[src/rtl/dcache_dirty_pkg.sv]
// Shared flush-sequencer states and default geometry for the L1 dirty-bit tracker.
package dcache_dirty_pkg;

    localparam int DCACHE_DIRTY_ADDR_WIDTH = 6;
    localparam int DCACHE_DIRTY_NWR        = 2;

    typedef enum logic [1:0] {
        IDLE,
        SEEK,
        OFFER,
        DONE
    } flush_state_e;

endpackage

[src/rtl/dcache_dirty_find.sv]
// Combinational finder: lowest set bit of vec whose index is >= cursor.
module dcache_dirty_find
    import dcache_dirty_pkg::*;
#(
    parameter int ADDR_WIDTH = DCACHE_DIRTY_ADDR_WIDTH
) (
    input  logic [(1 << ADDR_WIDTH)-1:0] vec,
    input  logic [ADDR_WIDTH:0]          cursor,
    output logic                         found,
    output logic [ADDR_WIDTH-1:0]        idx
);

    localparam int N = 1 << ADDR_WIDTH;

    // Descending walk so the last hit written is the lowest qualifying index.
    always_comb begin
        found = 1'b0;
        idx   = '0;
        for (int i = N - 1; i >= 0; i--) begin
            if (vec[i] && ((ADDR_WIDTH + 1)'(i) >= cursor)) begin
                found = 1'b1;
                idx   = ADDR_WIDTH'(i);
            end
        end
    end

endmodule

[src/rtl/dcache_dirty_tracker.sv]
// Per-line dirty-bit tracker with registered read and a flush sweep sequencer.
// Optional write-to-read bypass is enabled by defining DCACHE_DIRTY_BYPASS_EN.
module dcache_dirty_tracker
    import dcache_dirty_pkg::*;
#(
    parameter int ADDR_WIDTH = DCACHE_DIRTY_ADDR_WIDTH,
    parameter int NWR        = DCACHE_DIRTY_NWR
) (
    input  logic                      clk,
    input  logic                      rst,
    input  logic [ADDR_WIDTH-1:0]     read_addr0,
    input  logic                      read_clkEn0,
    output logic                      read_dirty0,
    input  logic [NWR*ADDR_WIDTH-1:0] write_addr,
    input  logic [NWR-1:0]            write_wen,
    input  logic                      insert,
    input  logic [ADDR_WIDTH-1:0]     insert_addr,
    input  logic                      insert_dirty,
    input  logic                      clear_wen,
    input  logic [ADDR_WIDTH-1:0]     clear_addr,
    input  logic                      init,
    input  logic                      flush_req,
    output logic                      flush_valid,
    output logic [ADDR_WIDTH-1:0]     flush_addr,
    input  logic                      flush_ready,
    output logic                      flush_busy,
    output logic                      flush_done
);

    localparam int N = 1 << ADDR_WIDTH;
    localparam logic [ADDR_WIDTH-1:0] LAST_LINE = ADDR_WIDTH'(N - 1);

    logic [N-1:0]          dirty;
    logic [N-1:0]          dirty_next;
    logic [N-1:0]          set_vec;
    logic [N-1:0]          clr_vec;
    logic                  flush_acc;
    logic                  read_dirty_p1;
    flush_state_e          state;
    logic [ADDR_WIDTH:0]   cursor;
    logic                  find_found;
    logic [ADDR_WIDTH-1:0] find_idx;

    assign flush_acc   = (state == OFFER) && flush_ready;
    assign read_dirty0 = read_dirty_p1;

    // Sets are OR-ed in after clears, so a set always wins on a shared index.
    always_comb begin
        set_vec = '0;
        clr_vec = '0;
        for (int p = 0; p < NWR; p++) begin
            if (write_wen[p]) begin
                set_vec[write_addr[p*ADDR_WIDTH +: ADDR_WIDTH]] = 1'b1;
            end
        end
        if (insert) begin
            if (insert_dirty) begin
                set_vec[insert_addr] = 1'b1;
            end else begin
                clr_vec[insert_addr] = 1'b1;
            end
        end
        if (clear_wen) begin
            clr_vec[clear_addr] = 1'b1;
        end
        if (flush_acc) begin
            clr_vec[flush_addr] = 1'b1;
        end
        dirty_next = init ? '0 : ((dirty & ~clr_vec) | set_vec);
    end

    dcache_dirty_find #(
        .ADDR_WIDTH(ADDR_WIDTH)
    ) u_find (
        .vec    (dirty),
        .cursor (cursor),
        .found  (find_found),
        .idx    (find_idx)
    );

    // Stage p1: dirty storage update and registered read port
    always_ff @(posedge clk) begin
        if (rst) begin
            dirty         <= '0;
            read_dirty_p1 <= 1'b0;
        end else begin
            dirty <= dirty_next;
            if (read_clkEn0) begin
`ifdef DCACHE_DIRTY_BYPASS_EN
                read_dirty_p1 <= dirty_next[read_addr0];
`else
                read_dirty_p1 <= dirty[read_addr0];
`endif
            end
        end
    end

    // Flush sequencer; init during a sweep short-circuits straight to DONE.
    always_ff @(posedge clk) begin
        if (rst) begin
            state       <= IDLE;
            cursor      <= '0;
            flush_valid <= 1'b0;
            flush_addr  <= '0;
            flush_busy  <= 1'b0;
            flush_done  <= 1'b0;
        end else begin
            flush_done <= 1'b0;
            case (state)
                IDLE: begin
                    if (flush_req) begin
                        state      <= SEEK;
                        cursor     <= '0;
                        flush_busy <= 1'b1;
                    end
                end
                SEEK: begin
                    if (init || !find_found) begin
                        state      <= DONE;
                        flush_done <= 1'b1;
                    end else begin
                        state       <= OFFER;
                        flush_addr  <= find_idx;
                        flush_valid <= 1'b1;
                    end
                end
                OFFER: begin
                    if (init) begin
                        state       <= DONE;
                        flush_valid <= 1'b0;
                        flush_done  <= 1'b1;
                    end else if (flush_ready) begin
                        flush_valid <= 1'b0;
                        cursor      <= {1'b0, flush_addr} + (ADDR_WIDTH + 1)'(1);
                        if (flush_addr == LAST_LINE) begin
                            state      <= DONE;
                            flush_done <= 1'b1;
                        end else begin
                            state <= SEEK;
                        end
                    end
                end
                DONE: begin
                    state      <= IDLE;
                    flush_busy <= 1'b0;
                end
                default: begin
                    state <= IDLE;
                end
            endcase
        end
    end

endmodule

[config.mk]
export PLATFORM = sky130hd
export DESIGN_NAME = dcache_dirty_tracker
export DESIGN_NICKNAME = d
export VERILOG_FILES = /design/src/rtl/dcache_dirty_pkg.sv /design/src/rtl/dcache_dirty_find.sv /design/src/rtl/dcache_dirty_tracker.sv
export SDC_FILE = /design/constraint.sdc
export NUM_CORES = 1
export LEC_CHECK = 0
export BUFFER_PORTS_ARGS = -buffer_cell sky130_fd_sc_hd__buf_4
export CORE_MARGIN = 2
export CORE_UTILIZATION = 40
export CTS_CLUSTER_SIZE = 28
export DETAILED_ROUTE_END_ITERATION = 7
export PLACE_DENSITY = 0.65
export SETUP_SLACK_MARGIN = 0.1
export SLEW_MARGIN = 40
export SYNTH_ARGS = -nofsm -noshare
export SYNTH_HDL_FRONTEND = slang
export SYNTH_SLANG_ARGS = --single-unit
[constraint.sdc]
create_clock -name clk -period 4 [get_ports clk]
set_input_delay 0.8 -clock clk [delete_from_list [all_inputs] [get_ports clk]]
set_output_delay 0.8 -clock clk [all_outputs]
set_load 0.01 [all_outputs]
---- Word-level counts from Yosys, hierarchy flattened ----
Cells that the tools add are included.
cells by class
  add/sub/neg operators ................... 1
  $lt $le $gt $ge ......................... 75
  eq/ne operators ......................... 9
  muxes and demuxes ....................... 169
  bitwise logic cells ..................... 8
  reduce and logical (&&, ||, !) cells .... 82
operator list
  cell                                                                                  count
  64-bit two-way mux                                                                    8
  6-bit two-way mux                                                                     64
  64-bit OR                                                                             5
  6-bit by 7-bit greater-or-equal comparator with 1-bit output (first input constant)   32
  5-bit by 7-bit greater-or-equal comparator with 1-bit output (first input constant)   16
  1-bit two-way mux                                                                     79
  1-bit logical AND                                                                     70
  64-bit AND                                                                            1
  64-bit NOT                                                                            1
  4-bit by 7-bit greater-or-equal comparator with 1-bit output (first input constant)   8
  6-bit by 7-bit less-than comparator with 1-bit output (second input constant)         6
  1-bit demux with 6-bit select                                                         5
  6-bit by 1-bit greater-or-equal comparator with 1-bit output (second input constant)  5
  3-bit by 7-bit greater-or-equal comparator with 1-bit output (first input constant)   4
  7-bit two-way mux                                                                     3
  1-bit by 7-bit greater-or-equal comparator with 1-bit output (first input constant)   2
  2-bit by 7-bit greater-or-equal comparator with 1-bit output (first input constant)   2
  7-bit case mux with 2 select lines                                                    1
  2-bit two-way mux                                                                     4
  2-bit inequality test (second input constant)                                         4
  2-bit case mux with 4 select lines                                                    1
  6-bit by 1-bit adder with 7-bit output (second input constant)                        1
  1-bit binary-select mux with 6-bit select                                             1
  6-bit equality test (second input constant)                                           1
  13 further kinds                                                                      20
word-level totals
  flip-flop bits (word level) ............. 83
  bits of input ports ..................... 41
  output and inout port bits .............. 10
  word-level logic and storage cells ...... 352

---- Depth between registers and ports, before layout ----
Gate-level depths: netlist of run 1.
  word-level depth ........................ 70
  depth in mapped cells ................... 11

---- Cells and area by module ----
Synthesis of run 1 repeated with hierarchy kept, for this count alone.
unflattened totals
  cells, all modules ...................... 1,070
  area total of the unflattened synthesis .. 7,797.5 sq um
by module, submodules not included
  module                times used  cells an instance  area each (sq um)
  dcache_dirty_tracker  1           728                5,731.7
  dcache_dirty_find     1           342                2,065.7

---- Least setup slack after synthesis of run 1 ----
OpenSTA, ideal clock, no wires.
  path type ............................... input to register
  from .................................... input read_addr0[0]
  to ...................................... register read_dirty_p1 (netlist: read_dirty0)
  library setup time ...................... 128 ps
  arrival ................................. 2,833 ps
  data required time ...................... 3,872 ps
  path slack .............................. 1,040 ps
  cell stages on the path ................. 7
  buffers on the path ..................... 2
  cells stage by stage .................... buf_2 -> buf_4 -> mux4_2 -> mux4_2 -> mux4_2 -> mux2i_1 -> nor2_1
between the ends
  longest elaborated chain between the ends .. 2
RTL lines
  element                                    line                        RTL
  start: declaration                         dcache_dirty_tracker.sv:11  input logic [ADDR_WIDTH-1:0] read_addr0,
  1-bit binary-select mux with 6-bit select  dcache_dirty_tracker.sv:92  read_dirty_p1 <= dirty[read_addr0];
  1-bit two-way mux (not written as such)    dcache_dirty_tracker.sv:92
  end signal: assignment                     dcache_dirty_tracker.sv:92
  end: declaration                           dcache_dirty_tracker.sv:38  logic read_dirty_p1;
Every way passes these cells. The select of a mux whose other input is x is not followed.
A chain may end at the register's enable or synchronous reset.

---- Worst setup path after layout of run 1 ----
  from .................................... register cursor[1]
  to ...................................... register state[0]
between the ends
  longest elaborated chain between the ends .. 70
RTL lines
  element                                                       line                         RTL
  start: declaration                                            dcache_dirty_tracker.sv:40   logic [ADDR_WIDTH:0] cursor;
  start signal: assignment                                      dcache_dirty_tracker.sv:134  cursor <= {1'b0, flush_addr} + (ADDR_WIDTH + 1)'(1);
  6-bit by 7-bit greater-or-equal comparator with 1-bit output  dcache_dirty_find.sv:20      if (vec[i] && ((ADDR_WIDTH + 1)'(i) >= cursor)) begin
  1-bit logical AND                                             dcache_dirty_find.sv:20
  1-bit two-way mux (63 in a row)                               dcache_dirty_find.sv:20
  1-bit two-way mux (*)                                         dcache_dirty_find.sv:20
  1-bit logical NOT (*)                                         dcache_dirty_tracker.sv:118  if (init || !find_found) begin
  1-bit logical OR (*)                                          dcache_dirty_tracker.sv:118
  1-bit two-way mux (*)                                         dcache_dirty_tracker.sv:118
  2-bit case mux with 4 select lines (*)                        dcache_dirty_tracker.sv:109  case (state)
  end signal: assignment                                        dcache_dirty_tracker.sv:112  state <= SEEK;
  end signal: assignment                                        dcache_dirty_tracker.sv:119  state <= DONE;
  end signal: assignment                                        dcache_dirty_tracker.sv:122  state <= OFFER;
  end: declaration                                              dcache_dirty_tracker.sv:39   flush_state_e state;
Every way passes the cells marked *; elsewhere a longest branch is shown, timed or not.

==> results of run 1 <==
Yosys cell counts (3+ instances only):
cell       count
nor2_1       142
o21ai_0      108
a21oi_1       88
dfxtp_1       83
nand2_1       69
o22ai_1       67
nor3_1        61
a221oi_1      45
clkbuf_1      45
nand3_1       38
a221o_1       25
mux4_2        21
nor2b_1       19
nand3b_1      18
a31oi_1       14
and2_1        14
inv_1         14
nand2b_1      12
nor3b_1       10
o211ai_1      10
a21o_1         9
buf_4          9
o21a_1         9
buf_2          8
o21ai_1        8
o31ai_1        8
or2_2          8
nand4_1        7
o211a_1        7
or3_1          7
a211oi_1       6
buf_1          5
ha_1           5
a31o_2         4
o2111ai_1      4
or3b_2         4
a22oi_1        3
and3_1         3
buf_6          3
o21bai_1       3
xor2_1         3
final timing paths:
| path | to | slack (ns) | cells past startpoint |
|---|---|---|---|
| max reg2reg | state[0] | 0.70 | 9 |
| min | flush_busy | 0.46 | 2 |
| min reg2reg | flush_busy | 0.46 | 2 |
| max | state[0] | 0.70 | 9 |
cells by family after synthesis:
family / after synthesis / synth area share [%]
xor+xnor: 4 / 0.452
flops: 83 / 21.5
mux: 22 / 6.24
simple gates: 427 / 27.1
compound gates: 452 / 39.0
fa+ha+maj: 5 / 0.808
buf+inv: 85 / 4.98
sequential cells by signal, summed over array words and instances, names as in the netlist:
register,cells
dirty,64
cursor,7
flush_addr,6
state,2
flush_busy,1
flush_done,1
flush_valid,1
read_dirty0,1
where the power goes:
part / leakage [nW] / switching (W) / internal (W)
logic: 2.00 / 0.000344 / 0.000180
clock network: 0.156 / 0.000421 / 0.000504
registers: 0.671 / 0.0000445 / 0.000848
total: 2.83 / 0.000809 / 0.00153
layout make-up:
| class | instances | area share [%] |
|---|---|---|
| flip-flops and latches | 83 | 19.3 |
| inverters | 15 | 0.654 |
| well taps | 260 | 3.78 |
| multi-input cells | 910 | 66.7 |
| clock buffers | 9 | 2.62 |
| clock inverters | 7 | 1.05 |
| repair buffers | 67 | 5.85 |
critical path, cell delays in order (launching register included):
cell and delay (ns):
dfxtp_1 0.86, buf_4 0.31, and4b_1 0.19, o21ai_0 0.14
a221oi_1 0.48, and2_1 0.28, nand4_2 0.19, nor3_1 0.31
o21ai_1 0.15, a311oi_1 0.28
placed cells by master (no fill, tap or decap), drive strengths merged, types with 5 or more instances in the layout:
cell type,instances
a211oi,7
a21o,9
a21oi,89
a221o,25
a221oi,47
a31o,5
a31oi,14
and2,14
buf,67
clkbuf,9
dfxtp,83
ha,5
inv,20
mux4,21
nand2,70
nand2b,12
nand3,39
nand3b,18
nand4,9
nor2,143
nor2b,19
nor3,62
nor3b,10
o211a,7
o211ai,10
o21a,9
o21ai,116
o22ai,67
o31ai,9
or2,10
or3,7
metrics by stage:
stage / utilization [%] / cells / total power [W] / hold WS, ns
floorplan: - / 1078 / 0.00123 / 0.472
global placement: 43.8 / 1335 / 0.00141 / 0.448
detailed placement: 43.9 / 1335 / 0.00141 / 0.458
CTS: 45.6 / 1351 / 0.00231 / 0.467
global route: 45.7 / 1351 / 0.00240 / 0.487
finish: 45.7 / 1351 / 0.00234 / 0.462
routing by layer:
metal	up-vias	global-route usage, %	wire (um)
li1	4220	-	-
met4	0	16.5	2080
met3	196	11.2	5230
met2	845	51.3	14900
met1	4606	45.5	13600
met5	-	0	0
==> impl_metrics.env, run 1 <==
export IMPL_run_status="complete, no violations"
export IMPL_path_class="reg2reg"
export IMPL_skew_ns=0.0101
export IMPL_initial_core_util_pct=41.1
export IMPL_tightest_slew_ns=0.976
export IMPL_wirelength_um=35800
export IMPL_cellPowerDensity_nw_per_um2=272
export IMPL_min_delay_path_class="reg2reg"
export IMPL_avgSynthCellArea_um2=7.18
export IMPL_wl_per_cell_um=26.5
export IMPL_netlist_instances=1078
export IMPL_cap_viol_max_count=0
export IMPL_ys_async_sr_fraction_pct=0
export IMPL_synthTopCellsByArea="dfxtp_1, o21ai_0, nor2_1"
export IMPL_core_area_um2=18800
export IMPL_syn_nets=1124
export IMPL_nets=1132
export IMPL_die_x_um=143
export IMPL_post_drt_via_cell_ratio=7.30
export IMPL_leakage_nw=2.83
export IMPL_hold_viol_final=0
export IMPL_io_pins=51
export IMPL_startpoint_type="flop"
export IMPL_layout_drive_gt1_share_pct=13.2
export IMPL_ys_flop_type="dfxtp_1"
export IMPL_area_growth_pct=11.1
export IMPL_reg2reg_from="cursor[1]"
export IMPL_holdBufCountCts=0
export IMPL_ys_seq_area_share_pct=21.5
export IMPL_synth_warnings=0
export IMPL_cts_root_buf="clkbuf_16"
export IMPL_post_cts_resize_count=0
export IMPL_cts_buffer_depth=2
export IMPL_arrival_ns=3.57
export IMPL_multi_input_area_um2=5740
export IMPL_rsz0062_at_grt="no"
export IMPL_grt_usage_pct=34.6
export IMPL_hpwlAfterDp_um=26600
export IMPL_synth_cell_types=80
export IMPL_fillers=1931
export IMPL_postLayoutCellArea_um2=8600
export IMPL_cp_startpoint="cursor[1]"
export IMPL_grt_pass1_vias=8907
export IMPL_finalSetupViolCount=0
export IMPL_drc=0
export IMPL_min_delay_start="flush_busy"
export IMPL_seqCellArea_um2=1660
export IMPL_dr_first_iter_drc_count=1823
export IMPL_grt_max_degree=31
export IMPL_required_ns=4.26
export IMPL_die_h_um=143
export IMPL_clock_fmax_mhz=303
export IMPL_fin_ws_ns=0.696
export IMPL_grt_pass1_wl_um=53200
export IMPL_cts_made_buffers=9
export IMPL_routabilityCongestion=1.07
export IMPL_synth_top_area_share_pct=21.5
export IMPL_cp_max_fo=22
export IMPL_ant_nets=0
export IMPL_synth_edff_count=0
export IMPL_min_period_over_period_pct=82.6
export IMPL_die_area_um2=20500
export IMPL_ys_ff_latch=83
export IMPL_place_area_um2=8270
export IMPL_dr_pass1_iters=7
export IMPL_end_kind="flop"
export IMPL_antenna_cells=0
export IMPL_ir_worst_vdd_uv=205
export IMPL_vias=9867
export IMPL_finalCriticalPeriod_ns=3.30
export IMPL_synth_cell_area_um2=7740
export IMPL_cts_setup_buffers=0
export IMPL_pre_cts_ws_ns=0.737
export IMPL_finalMaxSlewViolations=0
export IMPL_fin_setup_tns_ns=0
export IMPL_antenna_found_initial=0
export IMPL_num_rows=50
export IMPL_path_clk_slew_ns=0.07
export IMPL_htree_levels=3
export IMPL_gr_total_overflow=0
export IMPL_clk_latency_ns=0.36
export IMPL_relSlewSlack_pct=34.7
export IMPL_numPortBuffers=50
export IMPL_yosysTopAreaCell="dfxtp_1"
export IMPL_clock_sinks=83
export IMPL_tritoncts="yes"
No activity file was read; power rests on OpenSTA's default activity.
==> inputs of run 2 (changes only) <==
==> constraint.sdc (replaced) <==
create_clock -name clk -period 3.1 [get_ports clk]
set_input_delay 0.62 -clock clk [delete_from_list [all_inputs] [get_ports clk]]
set_output_delay 0.62 -clock clk [all_outputs]
set_load 0.01 [all_outputs]
==> impl_metrics.env, run 2 (same netlist as run 1, synthesis figures left out) <==
export IMPL_startpoint_type="flop"
export IMPL_dr_first_iter_drc_count=1371
export IMPL_cp_cell_sequence="nand2_1 > o211ai_1 > o211ai_1 > nor3_1 > nand3_1 > o31ai_4 > buf_4 > nand3b_1 > o31ai_1"
export IMPL_die_area_um2=20500
export IMPL_die_h_um=143
export IMPL_path_class="reg2reg"
export IMPL_die_x_um=143
export IMPL_grt_max_degree=65
export IMPL_wirelength_um=38600
export IMPL_num_rows=50
export IMPL_relSlewSlack_pct=49.0
export IMPL_regMostFlops="dirty"
export IMPL_critPathTopFamily="simple AND/OR/NAND/NOR gates"
export IMPL_p_int_w=0.00192
export IMPL_grt_usage_pct=37.5
export IMPL_critical_path_buf_inv_count=1
export IMPL_combPwrFrac_pct=24.1
export IMPL_fin_setup_tns_ns=0
export IMPL_skew_ns=0.0128
export IMPL_gr_total_overflow=0
export IMPL_routabilityCongestion=1.05
export IMPL_area_growth_pct=14.1
export IMPL_slowest_delay_ns=0.56
export IMPL_io_pins=51
export IMPL_vias=9836
export IMPL_min_delay_path_class="reg2reg"
export IMPL_core_area_um2=18800
export IMPL_finalCriticalPeriod_ns=2.81
export IMPL_hpwlAfterDp_um=29000
export IMPL_leakage_nw=2.97
export IMPL_required_ns=3.37
export IMPL_htree_levels=3
export IMPL_arrival_ns=3.09
export IMPL_run_status="complete, no violations"
export IMPL_min_period_over_period_pct=90.8
export IMPL_reg_top3="dirty (64), cursor (7), flush_addr (6)"
export IMPL_post_drt_via_cell_ratio=7.09
export IMPL_largest_reg_flops=64
export IMPL_grt_pass1_wl_um=57100
export IMPL_finalSetupViolCount=0
export IMPL_cellPowerDensity_nw_per_um2=335
export IMPL_wl_per_cell_um=27.8
export IMPL_hold_viol_final=0
export IMPL_cts_root_buf="clkbuf_16"
export IMPL_cap_viol_max_count=0
export IMPL_cp_max_fo=12
export IMPL_end_kind="flop"
export IMPL_path_clk_slew_ns=0.07
export IMPL_path_common_cell="o211ai_1"
export IMPL_power_frac_seq_pct=38.6
export IMPL_cts_made_buffers=9
export IMPL_switching_power_w=0.00104
export IMPL_ir_worst_vdd_uv=233
export IMPL_clk_latency_ns=0.36
export IMPL_ant_nets=0
export IMPL_hold_slack_ns=0.484
export IMPL_tightest_slew_ns=0.766
export IMPL_final_cell_mix="nor2_1, o21ai_0, buf_4, a21oi_1, dfxtp_1"
export IMPL_grt_pass1_vias=9147
export IMPL_mostFrequentLayoutCell="nor2_1"
export IMPL_dr_pass1_iters=6
export IMPL_numPortBuffers=50
export IMPL_drc=0
export IMPL_power_switching_share_pct=35.1
export IMPL_nets=1167
export IMPL_cts_buffer_depth=2
export IMPL_layout_drive_gt1_share_pct=15.3
export IMPL_finalPower_w=0.00296
export IMPL_finalMaxSlewViolations=0
export IMPL_clock_power_share_pct=37.3
export IMPL_tritoncts="yes"
export IMPL_cp_slowest_cell="dfxtp_1"
export IMPL_clock_fmax_mhz=355
export IMPL_rsz0062_at_grt="no"
export IMPL_antenna_found_initial=1
export IMPL_initial_core_util_pct=41.1
export IMPL_clock_sinks=83
==> run 2: cell type report <==
cell class	count	area, um^2
clock buffers	10	239
multi-input cells	910	5710
inverters	15	56.3
clock inverters	6	52.6
flip-flops and latches	83	1660
repair buffers	102	791
diodes	1	2.50
fillers	1975	10000
well taps	260	325
==> run 2: power by group through the flow <==
| stage | Sequential [W] | Clock (W) | Combinational (W) |
|---|---|---|---|
| final | 0.00114 | 0.00110 | 0.000713 |
| after global routing | 0.00115 | 0.00115 | 0.000759 |
| after floorplan | 0.00115 | 0 | 0.000439 |
| after global placement | 0.00116 | 0 | 0.000676 |
| after CTS | 0.00114 | 0.00111 | 0.000682 |
| after detailed placement | 0.00116 | 0 | 0.000680 |
==> run 2: what timing repair did <==
action / CTS / global route
gates resized for setup: 0 / 1
hold endpoints to repair: 0 / 0
buffers inserted: 0 / 2
hold buffers: 0 / 0
endpoints found under the setup margin: 0 / 7
==> run 2: per-layer routing <==
| layer | wire (um) | vias to the layer above | global-route usage (%) |
|---|---|---|---|
| met5 | 0 | - | 0 |
| met4 | 1550 | 0 | 15.5 |
| met3 | 5010 | 147 | 11.0 |
| met2 | 15900 | 733 | 54.0 |
| met1 | 16100 | 4665 | 52.1 |
| li1 | - | 4291 | - |
==> run 2: tightest hold or removal path, cell delays in order (launching register included) <==
cell and delay, ns:
dfxtp_1 0.33, nand2_1 0.06, a21oi_1 0.05
==> run 2: through the flow <==
stage	util (%)	std cells	setup slack (ns)	instance area (um^2)
floorplan	-	1078	0.320	7740
detailed placement	45.3	1368	0.291	8520
global placement	45.2	1368	0.309	8520
global route	46.9	1386	0.0766	8830
finish	46.9	1387	0.286	8830
CTS	46.8	1384	0.239	8810
==> run 2: final timing paths <==
| kind | end | start | slack (ns) | depth (start not counted) |
|---|---|---|---|---|
| worst min-delay path | flush_busy | flush_busy | 0.48 | 2 |
| worst max register to register | flush_addr[1] | cursor[4] | 0.29 | 9 |
| worst min register to register | flush_busy | flush_busy | 0.48 | 2 |
| worst max-delay path | flush_addr[1] | cursor[4] | 0.29 | 9 |
